[config.mk]
export PLATFORM = sky130hd
export DESIGN_NAME = ofm_pack_buf
export DESIGN_NICKNAME = d
export VERILOG_FILES = /design/src/rtl/ofm_pkg.sv /design/src/rtl/ofm_word_fifo.sv /design/src/rtl/ofm_pack_buf.sv
export SDC_FILE = /design/constraint.sdc
export NUM_CORES = 1
export LEC_CHECK = 0
export ABC_AREA = 0
export ABC_CLOCK_PERIOD_IN_PS = 5170
export CAP_MARGIN = 40
export CORE_MARGIN = 4
export CORE_UTILIZATION = 60
export CTS_BUF_LIST = sky130_fd_sc_hd__clkbuf_4 sky130_fd_sc_hd__clkbuf_8 sky130_fd_sc_hd__clkbuf_16
export DETAILED_ROUTE_END_ITERATION = 12
export PLACE_DENSITY = 0.9
export SLEW_MARGIN = 20
export SYNTH_ARGS = -nofsm -noshare
export SYNTH_HDL_FRONTEND = slang
export SYNTH_SLANG_ARGS = --single-unit
[constraint.sdc]
create_clock -name clk -period 5.17 [get_ports clk]
set_input_delay 1.2925 -clock clk [delete_from_list [all_inputs] [get_ports clk]]
set_output_delay 1.2925 -clock clk [all_outputs]
set_load 0.02 [all_outputs]
[src/rtl/ofm_pkg.sv]
// Shared helpers and entry layout for the OFM packing buffer.
package ofm_pkg;

    localparam int unsigned DEF_WORD_W = 32;
    localparam int unsigned DEF_PACK_N = 3;
    localparam int unsigned DEF_CNT_W  = $clog2(DEF_PACK_N + 1);

    // FIFO entry layout for the default build; the top re-derives it from its own parameters.
    typedef struct packed {
        logic [DEF_WORD_W-1:0] data;
        logic                  last;
        logic [DEF_CNT_W-1:0]  count;
    } ofm_entry_t;

    // Base bit of the lane that element k of a word occupies.
    function automatic int unsigned lane_lsb(
        input int unsigned k,
        input int unsigned pack_n,
        input int unsigned elem_w,
        input bit          msb_first
    );
        return msb_first ? (pack_n - 1 - k) * elem_w : k * elem_w;
    endfunction

endpackage

[src/rtl/ofm_word_fifo.sv]
// Synchronous word FIFO; occupancy counter decides full/empty, head reads 0 when empty.
module ofm_word_fifo #(
    parameter int unsigned DW    = 35,
    parameter int unsigned DEPTH = 4
) (
    input  logic                         clk,
    input  logic                         rst_n,
    input  logic                         clear,
    input  logic                         push,
    input  logic                         pop,
    input  logic [DW-1:0]                din,
    output logic [DW-1:0]                dout,
    output logic                         full,
    output logic                         empty,
    output logic [$clog2(DEPTH+1)-1:0]   level
);

    localparam int unsigned AW    = $clog2(DEPTH);
    localparam int unsigned LVL_W = $clog2(DEPTH + 1);

    logic [DW-1:0]    r_mem [DEPTH];
    logic [AW-1:0]    r_wr;
    logic [AW-1:0]    r_rd;
    logic [LVL_W-1:0] r_lvl;
    logic             w_push;
    logic             w_pop;

    assign w_push = push && !full;
    assign w_pop  = pop && !empty;

    assign full  = (r_lvl == LVL_W'(DEPTH));
    assign empty = (r_lvl == '0);
    assign level = r_lvl;
    assign dout  = empty ? '0 : r_mem[r_rd];

    // Storage carries no reset; stale contents are never visible while empty.
    always_ff @(posedge clk) begin
        if (w_push && !clear) begin
            r_mem[r_wr] <= din;
        end
    end

    always_ff @(posedge clk or negedge rst_n) begin
        if (!rst_n) begin
            r_wr  <= '0;
            r_rd  <= '0;
            r_lvl <= '0;
        end else if (clear) begin
            r_wr  <= '0;
            r_rd  <= '0;
            r_lvl <= '0;
        end else begin
            if (w_push) r_wr <= r_wr + AW'(1);
            if (w_pop)  r_rd <= r_rd + AW'(1);
            case ({w_push, w_pop})
                2'b10:   r_lvl <= r_lvl + LVL_W'(1);
                2'b01:   r_lvl <= r_lvl - LVL_W'(1);
                default: r_lvl <= r_lvl;
            endcase
        end
    end

endmodule

[src/rtl/ofm_pack_buf.sv]
// OFM packing buffer: packs PACK_N elements per word, queues words, drains via valid/ready.
module ofm_pack_buf
    import ofm_pkg::*;
#(
    parameter int unsigned ELEM_W    = 8,
    parameter int unsigned WORD_W    = 32,
    parameter int unsigned PACK_N    = 3,
    parameter int unsigned DEPTH     = 4,
    parameter bit          MSB_FIRST = 1'b1
) (
    input  logic                          clk,
    input  logic                          rst_n,
    input  logic                          clear,
    input  logic                          in_valid,
    output logic                          in_ready,
    input  logic [ELEM_W-1:0]             in_data,
    input  logic                          in_last,
    output logic                          out_valid,
    input  logic                          out_ready,
    output logic [WORD_W-1:0]             out_data,
    output logic                          out_last,
    output logic [$clog2(PACK_N+1)-1:0]   out_count,
    output logic [$clog2(DEPTH+1)-1:0]    fill_level
);

    localparam int unsigned CNT_W  = $clog2(PACK_N + 1);
    localparam int unsigned LVL_W  = $clog2(DEPTH + 1);
    localparam int unsigned ECNT_W = (PACK_N > 1) ? $clog2(PACK_N) : 1;
    localparam int unsigned ENT_W  = WORD_W + 1 + CNT_W;

    typedef struct packed {
        logic [WORD_W-1:0] data;
        logic              last;
        logic [CNT_W-1:0]  count;
    } entry_t;

    logic [WORD_W-1:0] r_asm;
    logic [ECNT_W-1:0] r_ecnt;

    logic              w_accept;
    logic              w_commit;
    logic              w_pop;
    logic              w_full;
    logic              w_empty;
    logic [31:0]       w_lsb;
    logic [WORD_W-1:0] w_merged;
    entry_t            w_push_ent;
    entry_t            w_head_ent;
    logic [ENT_W-1:0]  w_head_bits;
    logic [LVL_W-1:0]  w_level;

    assign in_ready  = !w_full && !clear;
    assign out_valid = !w_empty && !clear;
    assign w_accept  = in_valid && in_ready;
    assign w_pop     = out_valid && out_ready;
    assign w_commit  = w_accept && ((r_ecnt == ECNT_W'(PACK_N - 1)) || in_last);

    // Lanes start at zero, so OR-ing the shifted element places it in its lane.
    assign w_lsb    = lane_lsb(32'(r_ecnt), PACK_N, ELEM_W, MSB_FIRST);
    assign w_merged = r_asm | (WORD_W'(in_data) << w_lsb);

    always_comb begin
        w_push_ent       = '0;
        w_push_ent.data  = w_merged;
        w_push_ent.last  = in_last;
        w_push_ent.count = CNT_W'(r_ecnt) + CNT_W'(1);
    end

    always_ff @(posedge clk or negedge rst_n) begin
        if (!rst_n) begin
            r_asm  <= '0;
            r_ecnt <= '0;
        end else if (clear) begin
            r_asm  <= '0;
            r_ecnt <= '0;
        end else if (w_accept) begin
            if (w_commit) begin
                r_asm  <= '0;
                r_ecnt <= '0;
            end else begin
                r_asm  <= w_merged;
                r_ecnt <= r_ecnt + ECNT_W'(1);
            end
        end
    end

    ofm_word_fifo #(
        .DW    (ENT_W),
        .DEPTH (DEPTH)
    ) u_fifo (
        .clk   (clk),
        .rst_n (rst_n),
        .clear (clear),
        .push  (w_commit),
        .pop   (w_pop),
        .din   (w_push_ent),
        .dout  (w_head_bits),
        .full  (w_full),
        .empty (w_empty),
        .level (w_level)
    );

    assign w_head_ent = w_head_bits;
    assign out_data   = w_head_ent.data;
    assign out_last   = w_head_ent.last;
    assign out_count  = w_head_ent.count;
    assign fill_level = w_level;

endmodule

* Yosys cells after proc, flatten, opt, wreduce, memory -nomap -nowiden *
Memory sizes are Yosys's and may differ from the RTL's.
Cells that the tools add are included.

storage, ports and cells
  memory bits (writable) = 140
  memories kept = 1
  logic and storage cells = 50
  output and inout bits = 40
  flip-flop bits (word level) = 41

cells by class
  shifts and indexed selects = 1
  muxes and demuxes = 15
  bitwise logic cells = 1
  add/sub/neg operators = 6
  equality and inequality tests = 4
  reductions and logical operators = 17

memory list
  memory        depth  width  read ports  clocked after Yosys merged registers in  wr ports  line                 text
  u_fifo.r_mem  4      35     1           0                                        1         ofm_word_fifo.sv:21  logic [DW-1:0] r_mem [DEPTH];

operators with widths
  cell                   number
  $mux W32               3
  $mux W35               1
  $or A32 B32 Y32        1
  $shl A8 B32 Y32        1
  $mux W2                7
  $logic_and A1 B1 Y1    8
  $add A2 B1 Y2 const B  3
  $pmux W3 S2            1
  $reduce_bool A2 Y1     3
  $eq A2 B2 Y1 const B   2
  $add A3 B1 Y3 const B  1
  $eq A3 B3 Y1 const B   1
  $logic_not A1 Y1       3
  $logic_not A3 Y1       1
  $mux W3                1
  $reduce_bool A3 Y1     1
  $sub A2 B2 Y3 const A  1
  $sub A3 B1 Y3 const B  1
  $eq A2 B1 Y1 const B   1
  $mux W1                2
  $logic_or A1 B1 Y1     1

* Logic depth before layout (Yosys ltp) *
Gate-level depths: netlist of run 1.

  word-level depth = 9
  mapped depth = 9

* By module *
From an unflattened synthesis of run 1, not the netlist that was laid out.

unflattened totals
  cells, all modules = 433
  area total of the unflattened synthesis = 7,548.5 um^2

modules (own cells, without submodules)
  module         times used  cells each  area each (um^2)  seq. area each (um^2)
  ofm_word_fifo  1           288         5,870.6           4,379.2
  ofm_pack_buf   1           145         1,677.9           850.8

* Worst setup path before layout of run 1 *
Ideal clock, no wire load.

  kind = input -> output
  from = in clear
  to = out in_ready
  slack = 2,101 ps
  data arrival time = 1,776 ps
  path buffers = 1
  stages = 2
  required time = 3,878 ps
  cell sequence = clkbuf_1 nor2_1

on the way
  word-level cells in the longest chain between the ends = 2

ends and longest elaborated chain
  item                 line                text
  start: declaration   ofm_pack_buf.sv:13  input logic clear,
  $logic_not A1 Y1     ofm_pack_buf.sv:52  assign in_ready = !w_full && !clear;
  $logic_and A1 B1 Y1  ofm_pack_buf.sv:52
  end: declaration     ofm_pack_buf.sv:15  output logic in_ready,

No other way between the ends.

* Worst setup path after layout of run 1 *
  from = reg u_fifo.r_rd[0]
  to = out out_data[24]

on the way
  word-level cells in the longest chain between the ends = 2

ends and longest elaborated chain
  item                      line                 text
  start: declaration        ofm_word_fifo.sv:23  logic [AW-1:0] r_rd;
  start signal: assignment  ofm_word_fifo.sv:54  if (w_pop) r_rd <= r_rd + AW'(1);
  $mem_v2 Z4 W35            n/a
  $mux W35                  ofm_word_fifo.sv:34  assign dout = empty ? '0 : r_mem[r_rd];
  end: declaration          ofm_pack_buf.sv:20   output logic [WORD_W-1:0] out_data,

No other way between the ends.

==> results of run 1 <==
flip-flops by register name (all words and copies together), names as in the netlist:
name	count
r_ecnt	2
u_fifo.level	3
u_fifo.r_mem	140
u_fifo.r_wr	2
r_asm	32
u_fifo.r_rd	2
power groups by stage:
stage                     Sequential [µW]  Clock, µW  Combinational, µW
after floorplan                      1680          0                551
after global placement               1720          0                818
after detailed placement             1720          0                839
after CTS                            1690       1300                848
after global routing                 1700       1370                896
final                                1690       1280                839
final cells by class:
class | instances | area, µm² | share of cell area
Clock buffer | 22 | 539 | 0.0610
Clock inverter | 10 | 77.6 | 0.00878
Inverter | 4 | 15.0 | 0.00170
Multi-Input combinational cell | 195 | 2110 | 0.238
Sequential cell | 181 | 5230 | 0.592
Tap cell | 168 | 210 | 0.0238
Timing Repair Buffer | 65 | 656 | 0.0742
per-stage QoR:
stage / std cells / setup slack, ns
global route: 645 / 0.843
CTS: 644 / 0.912
finish: 645 / 1.01
floorplan: 405 / 2.10
detailed placement: 612 / 1.04
global placement: 610 / 1.08
cell usage in the layout (no fill, tap or decap), types with 2 or more instances in the layout:
cell type / count
clkdlybuf4s50_1: 52
nand3b_1: 3
buf_4: 9
a211oi_1: 2
o31ai_1: 2
mux4_2: 35
clkbuf_16: 21
ha_1: 6
mux2i_1: 2
inv_2: 2
and2_1: 4
nor2b_1: 36
clkinv_4: 4
a21o_1: 32
inv_6: 3
a22o_1: 32
edfxtp_1: 140
nor4_4: 4
nor3_2: 5
o21ai_0: 3
dfrtp_1: 40
nor2_1: 8
inv_1: 2
xor2_1: 3
nand2b_1: 2
path summary, 6_finish.rpt:
path / startpoint / end / slack [ns] / cells after the start
worst max-delay path: u_fifo.r_rd[0]$_DFFE_PN0P_ / out_data[24] / 1.01 / 4
worst min-delay path: r_asm[16]$_DFFE_PN0P_ / r_asm[16]$_DFFE_PN0P_ / 0.51 / 1
worst max register to register: r_ecnt[0]$_DFFE_PN0P_ / u_fifo.r_mem[2][17]$_DFFE_PP_ / 2.29 / 6
worst min register to register: r_asm[16]$_DFFE_PN0P_ / r_asm[16]$_DFFE_PN0P_ / 0.51 / 1
max in group asynchronous: rst_n / u_fifo.r_rd[0]$_DFFE_PN0P_ / 3.93 / 2
min in group asynchronous: rst_n / r_asm[29]$_DFFE_PN0P_ / 0.77 / 1
kinds of logic after synthesis:
kind of cell	after synthesis
compound gates	73
xor+xnor	4
fa+ha+maj	7
buf+inv	29
flops	181
mux	38
simple gates	73
per-layer routing:
layer / global-route usage / vias to the layer above / part of all wire
li1: - / 1717 / -
met1: 0.289 / 2080 / 0.40
met2: 0.378 / 173 / 0.51
met3: 0.0523 / 38 / 0.060
met4: 0.118 / 0 / 0.032
met5: 0 / - / 0
==> key figures, run 1 <==
Run status
  – Status: complete, no violations

Run
  – MaxCap Viol Count: 0

Synth
  – Multiplexer share of the synthesized area: 0.110
  – Post-Syn Nets: 426
  – Yosys top cell by area: edfxtp_1
  – Distinct cell type count after synthesis: 40
  – Synthesis-stage register bit count: around 180
  – Ys async rst share: 0.227
  – Synth Area in Simple Gates: 0.0738
  – Main combinational cell family by area after synthesis: multiplexers
  – Compound-cell area share of the yosys netlist: 0.0798
  – Cell Area, Synth: 0.00746 mm²
  – Xor/xnor share of the synthesized area: 0.00469
  – Synth Flop Type: edfxtp_1
  – Top-area cell type share of the netlist area: 0.563
  – YS warnings: 0
  – Sequential fraction of the synthesis area: 0.701
  – Number of enable flip-flop cells after synthesis: 140
  – Cells after Synth: 405
  – Post-synthesis adder-cell area fraction: 0.0127
  – Top post-synthesis cells by area: edfxtp_1 56%, dfrtp_1 14%, mux4_2 11%, a22o_1 3.8%, a21o_1 3.2%
  – Top-count cell post-synth: edfxtp_1
  – Post-synth top cells: 140 x edfxtp_1, 41 x dfrtp_1, 36 x nor2b_1
  – Mean post-synth cell area: between 15 and 20 µm²

Drt
  – Final ANT Viol Nets: 0
  – Vias/cell: ~6.2
  – DRC viols: 0
  – First drt pass iteration count: 4
  – Via count: 4008
  – Post-Route WL: 15100 µm
  – Drt initial violations: 351
  – WL/cell: around 23 µm

Floorplanning
  – Core area: about 0.012 mm²
  – Row cnt: 40
  – Die height: 120 µm
  – Die X-Extent: 120 µm
  – Top Ports: 54
  – Initial Util: 0.616
  – Die area: 0.0143 mm²

Critical path
  – CP Data Required Time: 3.88 ns
  – CP Max Fanout: 21
  – Crit path cell chain: buf_4 > mux4_2 > nor2b_1 > clkdlybuf4s50_1
  – Setup Crit Path Kind: register to output pin
  – Critical Path AT: 2.87 ns
  – Kind of cell adding the most delay to the critical path: buffers and inverters
  – Slowest-stage cell, CP: dfrtp_2
  – Critical Path Max Stage Delay: 0.83 ns
  – Critical path startpoint category: register
  – WP buf/inv: 2
  – Worst Setup End Kind: output pin

Timing
  – Fmax: 0.240 GHz
  – Final number of setup-violating endpoints: 0
  – Worst hold slack: between 0.5 and 0.6 ns
  – RSZ-0062 raised after global routing: no
  – Actual slew at the worst max-slew pin: 0.722 ns
  – Sum of negative setup slack: 0 ns
  – Tmin final: 4.16 ns
  – Part of the cycle the worst path needs: 0.804
  – Clock skew: 0.00989 ns
  – Count of pins over their slew limit: 0
  – Slew margin rel.: 0.519
  – Final hold violation count: 0

Power
  – Sw Ratio: 0.269
  – Int Pwr: 2780 µW
  – Max IR drop VDD: 0.339 mV
  – Sw Pwr: just over 1000 µW
  – Sequential share of power: 0.443
  – Overall power: 3810 µW
  – PD cells: 431 mW/mm²
  – P_leak: about 0.0033 µW
  – Clock Power Share: 0.337
  – Logic gate share of total power: 0.220

Clock network
  – Clock Latency Late Sink: 0.42 ns
  – TritonCTS clock tree: built
  – CTS Buffer Depth: 2
  – Postcts setup bufs: 0
  – Clock transition at path regs: 0.06 ns
  – Hold buffers post-CTS: 0
  – H-Tree Depth: 4
  – Total CTS buffers: 17
  – CTS root buf: clkbuf_16
  – Clk sink count: roughly 180
  – Count of cells resized by post-cts repair: 0

Global routing
  – First-pass GRT wire length: around 24000 µm
  – Number of global-route vias before repair: 4350
  – Largest net degree at the start of global routing: 39
  – Gr ovfl total: 0
  – Overall routing resource usage: 0.230
  – Initial antenna violation count: 0

Layout
  – Post-route cell area: 0.00883 mm²
  – Fillcell total: 742
  – Final core utilization: 0.729
  – Fraction of layout cells with a size suffix above 1: 0.205
  – Synth-to-layout area growth: 18.4%
  – Ant diodes: 0
  – NumNets Final: 485

Placed design
  – Dpl hpwl: 8990 µm
  – RePlAce Congestion: 0.802
  – Port Buffer Count: 53
  – Placed Instance Area: 0.00819 mm²

Min path
  – Worst hold path class: register to register
Power figures use the tool's default switching activity.
==> run 2, diff against run 1 <==
--- a/config.mk
+++ b/config.mk
@@ -6,13 +6,13 @@
 export NUM_CORES = 1
 export LEC_CHECK = 0
 export ABC_AREA = 0
-export ABC_CLOCK_PERIOD_IN_PS = 5170
+export ABC_CLOCK_PERIOD_IN_PS = 4010
 export CAP_MARGIN = 40
 export CORE_MARGIN = 4
-export CORE_UTILIZATION = 60
+export CORE_UTILIZATION = 58
 export CTS_BUF_LIST = sky130_fd_sc_hd__clkbuf_4 sky130_fd_sc_hd__clkbuf_8 sky130_fd_sc_hd__clkbuf_16
 export DETAILED_ROUTE_END_ITERATION = 12
-export PLACE_DENSITY = 0.9
+export PLACE_DENSITY = 0.88
 export SLEW_MARGIN = 20
 export SYNTH_ARGS = -nofsm -noshare
 export SYNTH_HDL_FRONTEND = slang
==> constraint.sdc (replaced) <==
create_clock -name clk -period 4.01 [get_ports clk]
set_input_delay 1.0025 -clock clk [delete_from_list [all_inputs] [get_ports clk]]
set_output_delay 1.0025 -clock clk [all_outputs]
set_load 0.02 [all_outputs]
==> run 2 against run 1 <==
  * Register-to-register slack worse by 1.0 ns
  * Via count rose by 0.40%
  * First-iteration DRC count increased by 23%
  * Final area grew 0.68%
  * Largest cell class unchanged
  * Clock skew down 0.0037 ns
  * Core utilization down 2.5 points
  * Flip-flop and latch count stayed put
  * Non-clock buffer count rose by 1
  * Clock power grew 39%
==> key figures, run 2 (same netlist as run 1, synthesis figures left out) <==
Timing
  – Clock skew: about 0.0062 ns
  – Fmax: 0.269 GHz
  – Part of the cycle the worst path needs: 0.929
  – Final number of setup-violating endpoints: 0
  – Count of pins over their slew limit: 0
  – Sum of negative setup slack: 0 ns
  – Slew margin rel.: 0.546
  – Final hold violation count: 0
  – Actual slew at the worst max-slew pin: 0.681 ns
  – Tmin final: 3.72 ns
  – RSZ-0062 raised after global routing: no

Floorplanning
  – Die area: 0.0147 mm²
  – Row cnt: 41
  – Die X-Extent: 121 µm
  – Initial Util: 0.591
  – Core area: 0.0126 mm²
  – Top Ports: 54
  – Die height: 121 µm

Clock network
  – CTS Buffer Depth: 2
  – Count of cells resized by post-cts repair: 0
  – Clock transition at path regs: 0.07 ns
  – TritonCTS clock tree: built
  – Clk sink count: 181
  – H-Tree Depth: 4
  – Clock Latency Late Sink: 0.43 ns
  – CTS root buf: clkbuf_16
  – Postcts setup bufs: 0
  – Hold buffers post-CTS: 0
  – Total CTS buffers: 17

Critical path
  – CP Data Required Time: 3.01 ns
  – Critical Path AT: 2.72 ns
  – CP Max Fanout: 16
  – Critical path startpoint category: register
  – Reg2reg setup slack: 1.25 ns
  – Worst Setup End Kind: output pin
  – Setup Crit Path Kind: register to output pin

Power
  – P_leak: about 0.0033 µW
  – PD cells: 569 mW/mm²
  – Max IR drop VDD: just under 0.3 mV

Layout
  – Post-route cell area: 0.00889 mm²
  – Most frequent cells in the layout: 140 x edfxtp_1, 52 x clkdlybuf4s50_1, 40 x dfrtp_1
  – NumNets Final: approximately 490
  – Ant diodes: 0
  – Most flop-heavy register: u_fifo.r_mem
  – Commonest non-fill, non-tap cell in the layout: edfxtp_1
  – Max reg flops: 140
  – Synth-to-layout area growth: 19.2%
  – Fraction of layout cells with a size suffix above 1: 0.207
  – Fillcell total: 790

Drt
  – First drt pass iteration count: 5
  – Post-Route WL: 14800 µm
  – Vias/cell: 6.19
  – Via count: 4024
  – DRC viols: 0
  – Final ANT Viol Nets: 0
  – Drt initial violations: 433
  – WL/cell: around 23 µm

Global routing
  – Overall routing resource usage: 0.222
  – Gr ovfl total: 0
  – Initial antenna violation count: 0
  – First-pass GRT wire length: approximately 24000 µm
  – Number of global-route vias before repair: roughly 4300
  – Largest net degree at the start of global routing: 36

Placed design
  – Port Buffer Count: 53
  – Dpl hpwl: 8800 µm
  – RePlAce Congestion: 0.828
  – Placed Instance Area: 0.00821 mm²

Run status
  – Status: complete, no violations

Min path
  – Worst hold path class: input pin to async pin

Run
  – MaxCap Viol Count: 0
## run 2: changes by cell type in the layout (fill, tap and decap cells not counted), sizes merged
cell,previous run,this run
clkbuf,22,21
bufinv,0,2
clkinv,6,3
inv,7,8
buf,13,14
clkinvlp,1,2
## run 2: area by class of cell
type,count,area [µm²],area share
clock buffer,21,526,0.0591
clock inverter,11,129,0.0145
inverter,4,15.0,0.00169
multi-input combinational,195,2100,0.236
sequential,181,5230,0.588
tap,172,215,0.0242
timing repair buffer,66,678,0.0762
## run 2: final timing paths
kind / start / end / cells after the start
setup reg to reg: r_ecnt[0]$_DFFE_PN0P_ / u_fifo.level[2]$_DFFE_PN0P_ / 9
setup / recovery: u_fifo.r_rd[0]$_DFFE_PN0P_ / out_data[31] / 4
min in group clk: r_asm[8]$_DFFE_PN0P_ / r_asm[8]$_DFFE_PN0P_ / 1
max in group asynchronous: rst_n / u_fifo.r_rd[0]$_DFFE_PN0P_ / 2
hold / removal: rst_n / u_fifo.r_wr[1]$_DFFE_PN0P_ / 1
hold reg to reg: r_asm[8]$_DFFE_PN0P_ / r_asm[8]$_DFFE_PN0P_ / 1
## run 2: routing by layer
metal  GRT usage  wire length [µm]
met1       0.293              5750
met2       0.364              7600
met3      0.0490              1130
met4      0.0847               333
met5           0                 0
## run 2: power breakdown
group	leakage (µW)	internal [µW]	total, µW	switching [µW]
Clock	0.000317	1070	1780	708
Combinational	0.00114	543	1110	569
Sequential	0.00184	2100	2170	71.4
Total	0.00330	3710	5060	1350
## run 2: worst max-delay path, cell delays in order (launching register included)
cell	delay, ns
dfrtp_2	0.74
buf_4	0.31
mux4_2	0.51
nor2b_1	0.15
clkdlybuf4s50_1	0.56
## run 2: through the flow
stage                     std cells  total power, µW  worst slack (ns)  hold WS, ns   util
final                           650             5060             0.286        0.442  0.705
after global placement          615             3290             0.738        0.490  0.649
after detailed placement        616             3320             0.676        0.493  0.650
after CTS                       648             5090             0.225        0.445  0.702
after floorplan                 405             2880              1.28        0.475      -
after global routing            650             5250             0.129        0.444  0.705
==> run 3, diff against run 2 <==
--- a/config.mk
+++ b/config.mk
@@ -13,6 +13,7 @@
 export CTS_BUF_LIST = sky130_fd_sc_hd__clkbuf_4 sky130_fd_sc_hd__clkbuf_8 sky130_fd_sc_hd__clkbuf_16
 export DETAILED_ROUTE_END_ITERATION = 12
 export PLACE_DENSITY = 0.88
+export RECOVER_POWER = 25
 export SLEW_MARGIN = 20
 export SYNTH_ARGS = -nofsm -noshare
 export SYNTH_HDL_FRONTEND = slang
==> run 3 against run 2 <==
  * The run now ends with max-capacitance violations, max-slew violations left
  * Clock skew hardly changed
  * Final area decreased by 0.52%
  * Largest power group unchanged
  * Clock power hardly changed
  * Sequential power about the same
  * Critical endpoint unchanged
==> key figures, run 3 (same netlist as run 1, synthesis figures left out) <==
Run status
  – Status: finished, violations left
  – Violated checks: max-capacitance violations, max-slew violations

Clock network
  – Postcts setup bufs: 0
  – CTS root buf: clkbuf_16
  – CTS Buffer Depth: 2
  – Total CTS buffers: 17
  – Clock Latency Late Sink: 0.43 ns
  – Hold buffers post-CTS: 0
  – TritonCTS clock tree: built
  – Clk sink count: 181
  – H-Tree Depth: 4
  – Count of cells resized by post-cts repair: 0
  – Clock transition at path regs: 0.07 ns

Power
  – Sequential share of power: 0.429
  – PD cells: 571 mW/mm²
  – Int Pwr: 3710 µW
  – Overall power: 5060 µW
  – P_leak: 0.00328 µW
  – Max IR drop VDD: approximately 0.3 mV
  – Logic gate share of total power: 0.218
  – Sw Ratio: 0.267
  – Sw Pwr: 1350 µW
  – Clock Power Share: 0.353

Floorplanning
  – Row cnt: 41
  – Die area: 0.0147 mm²
  – Initial Util: 0.591
  – Core area: 0.0126 mm²
  – Die X-Extent: 121 µm
  – Die height: 121 µm
  – Top Ports: 54

Critical path
  – Critical path startpoint category: register
  – R2R depth: 9
  – Kind of cell adding the most delay to the critical path: buffers and inverters
  – Slowest-stage cell, CP: dfrtp_2
  – Crit path cell chain: buf_4 > mux4_2 > nor2b_1 > clkdlybuf4s50_1
  – R2r endpoint: u_fifo.level[2]$_DFFE_PN0P_
  – WP buf/inv: 2
  – Crit path to: out_data[31]
  – Critical Path AT: 2.73 ns
  – Setup Crit Path Kind: register to output pin
  – CP Data Required Time: ~3.0 ns
  – Critical Path Max Stage Delay: 0.75 ns
  – CP Max Fanout: 16
  – FF-to-FF Start: r_ecnt[0]$_DFFE_PN0P_
  – Worst Setup SP: u_fifo.r_rd[0]$_DFFE_PN0P_
  – Crit path depth: 4
  – Reg2reg setup slack: 0.58 ns
  – Worst Setup End Kind: output pin

Global routing
  – First-pass GRT wire length: between 20000 and 25000 µm
  – Number of global-route vias before repair: between 4000 and 5000
  – Largest net degree at the start of global routing: 36
  – Overall routing resource usage: 0.222
  – Initial antenna violation count: 0
  – Gr ovfl total: 0

Layout
  – Ant diodes: 0
  – Post-route cell area: roughly 0.0088 mm²
  – Final core utilization: 0.701
  – Fraction of layout cells with a size suffix above 1: 0.188
  – Most flop-heavy register: u_fifo.r_mem
  – Synth-to-layout area growth: 18.6%
  – Commonest non-fill, non-tap cell in the layout: edfxtp_1
  – NumNets Final: approximately 490
  – Max reg flops: 140
  – Most frequent cells in the layout: 140 x edfxtp_1, 50 x clkdlybuf4s50_1, 40 x dfrtp_1

Timing
  – Tmin final: 3.73 ns
  – Sum of negative setup slack: 0 ns
  – RSZ-0062 raised after global routing: no
  – Final number of setup-violating endpoints: 0
  – Final hold violation count: 0
  – Actual slew at the worst max-slew pin: 1.82 ns
  – Slew margin rel.: -0.214
  – Fmax: 0.268 GHz
  – Count of pins over their slew limit: 35
  – Part of the cycle the worst path needs: 0.931
  – Clock skew: 0.00665 ns

Min path
  – Worst hold path class: register to register

Placed design
  – Port Buffer Count: between 50 and 60
  – RePlAce Congestion: just over 0.8
  – Placed Instance Area: 0.00821 mm²
  – Dpl hpwl: around 8800 µm

Drt
  – WL/cell: 22.9 µm
  – Vias/cell: approximately 6.2
  – Via count: 4041
  – Drt initial violations: 388
  – DRC viols: 0
  – Final ANT Viol Nets: 0
  – Post-Route WL: 14900 µm
  – First drt pass iteration count: 6

Run
  – MaxCap Viol Count: 1
[run 3: area by class of cell]
cell class | instances | area (µm²)
sequential | 181 | 5230
timing repair buffer | 66 | 656
tap | 172 | 215
inverter | 4 | 15.0
clock inverter | 11 | 129
fill | 798 | 3770
clock buffer | 21 | 526
multi-input combinational | 195 | 2080
[run 3: worst min path at each step]
stage | startpoint | endpoint | slack [ns] | depth (start not counted)
after CTS | rst_n | u_fifo.r_wr[1]$_DFFE_PN0P_ | 0.45 | 1
after global placement | r_asm[18]$_DFFE_PN0P_ | r_asm[18]$_DFFE_PN0P_ | 0.49 | 1
final | r_asm[22]$_DFFE_PN0P_ | r_asm[22]$_DFFE_PN0P_ | 0.51 | 1
after global routing | r_asm[8]$_DFFE_PN0P_ | r_asm[8]$_DFFE_PN0P_ | 0.52 | 1
after detailed placement | r_asm[22]$_DFFE_PN0P_ | r_asm[22]$_DFFE_PN0P_ | 0.49 | 1
after floorplan | r_asm[10]$_DFFE_PN0P_ | r_asm[10]$_DFFE_PN0P_ | 0.47 | 1
[run 3: per-stage QoR]
step	setup slack, ns	std cells	hold slack [ns]
after CTS	0.225	648	0.445
after global routing	0.121	650	0.523
after floorplan	1.28	405	0.475
after global placement	0.738	615	0.490
final	0.277	650	0.511
after detailed placement	0.676	616	0.493
[run 3: power by group through the flow]
stage	Sequential [µW]	Combinational (µW)	Clock [µW]
floorplan	2170	710	0
global placement	2200	1090	0
detailed placement	2210	1110	0
CTS	2170	1120	1800
global route	2180	1190	1880
finish	2170	1100	1780
[run 3: per-layer routing]
metal / routed length [µm] / up-vias / global-route usage / part of all wire
met5: 0 / - / 0 / 0
met4: 327 / 0 / 0.0847 / 0.022
met3: 827 / 26 / 0.0490 / 0.055
met2: 7660 / 168 / 0.364 / 0.51
met1: 6090 / 2125 / 0.293 / 0.41
li1: - / 1722 / - / -
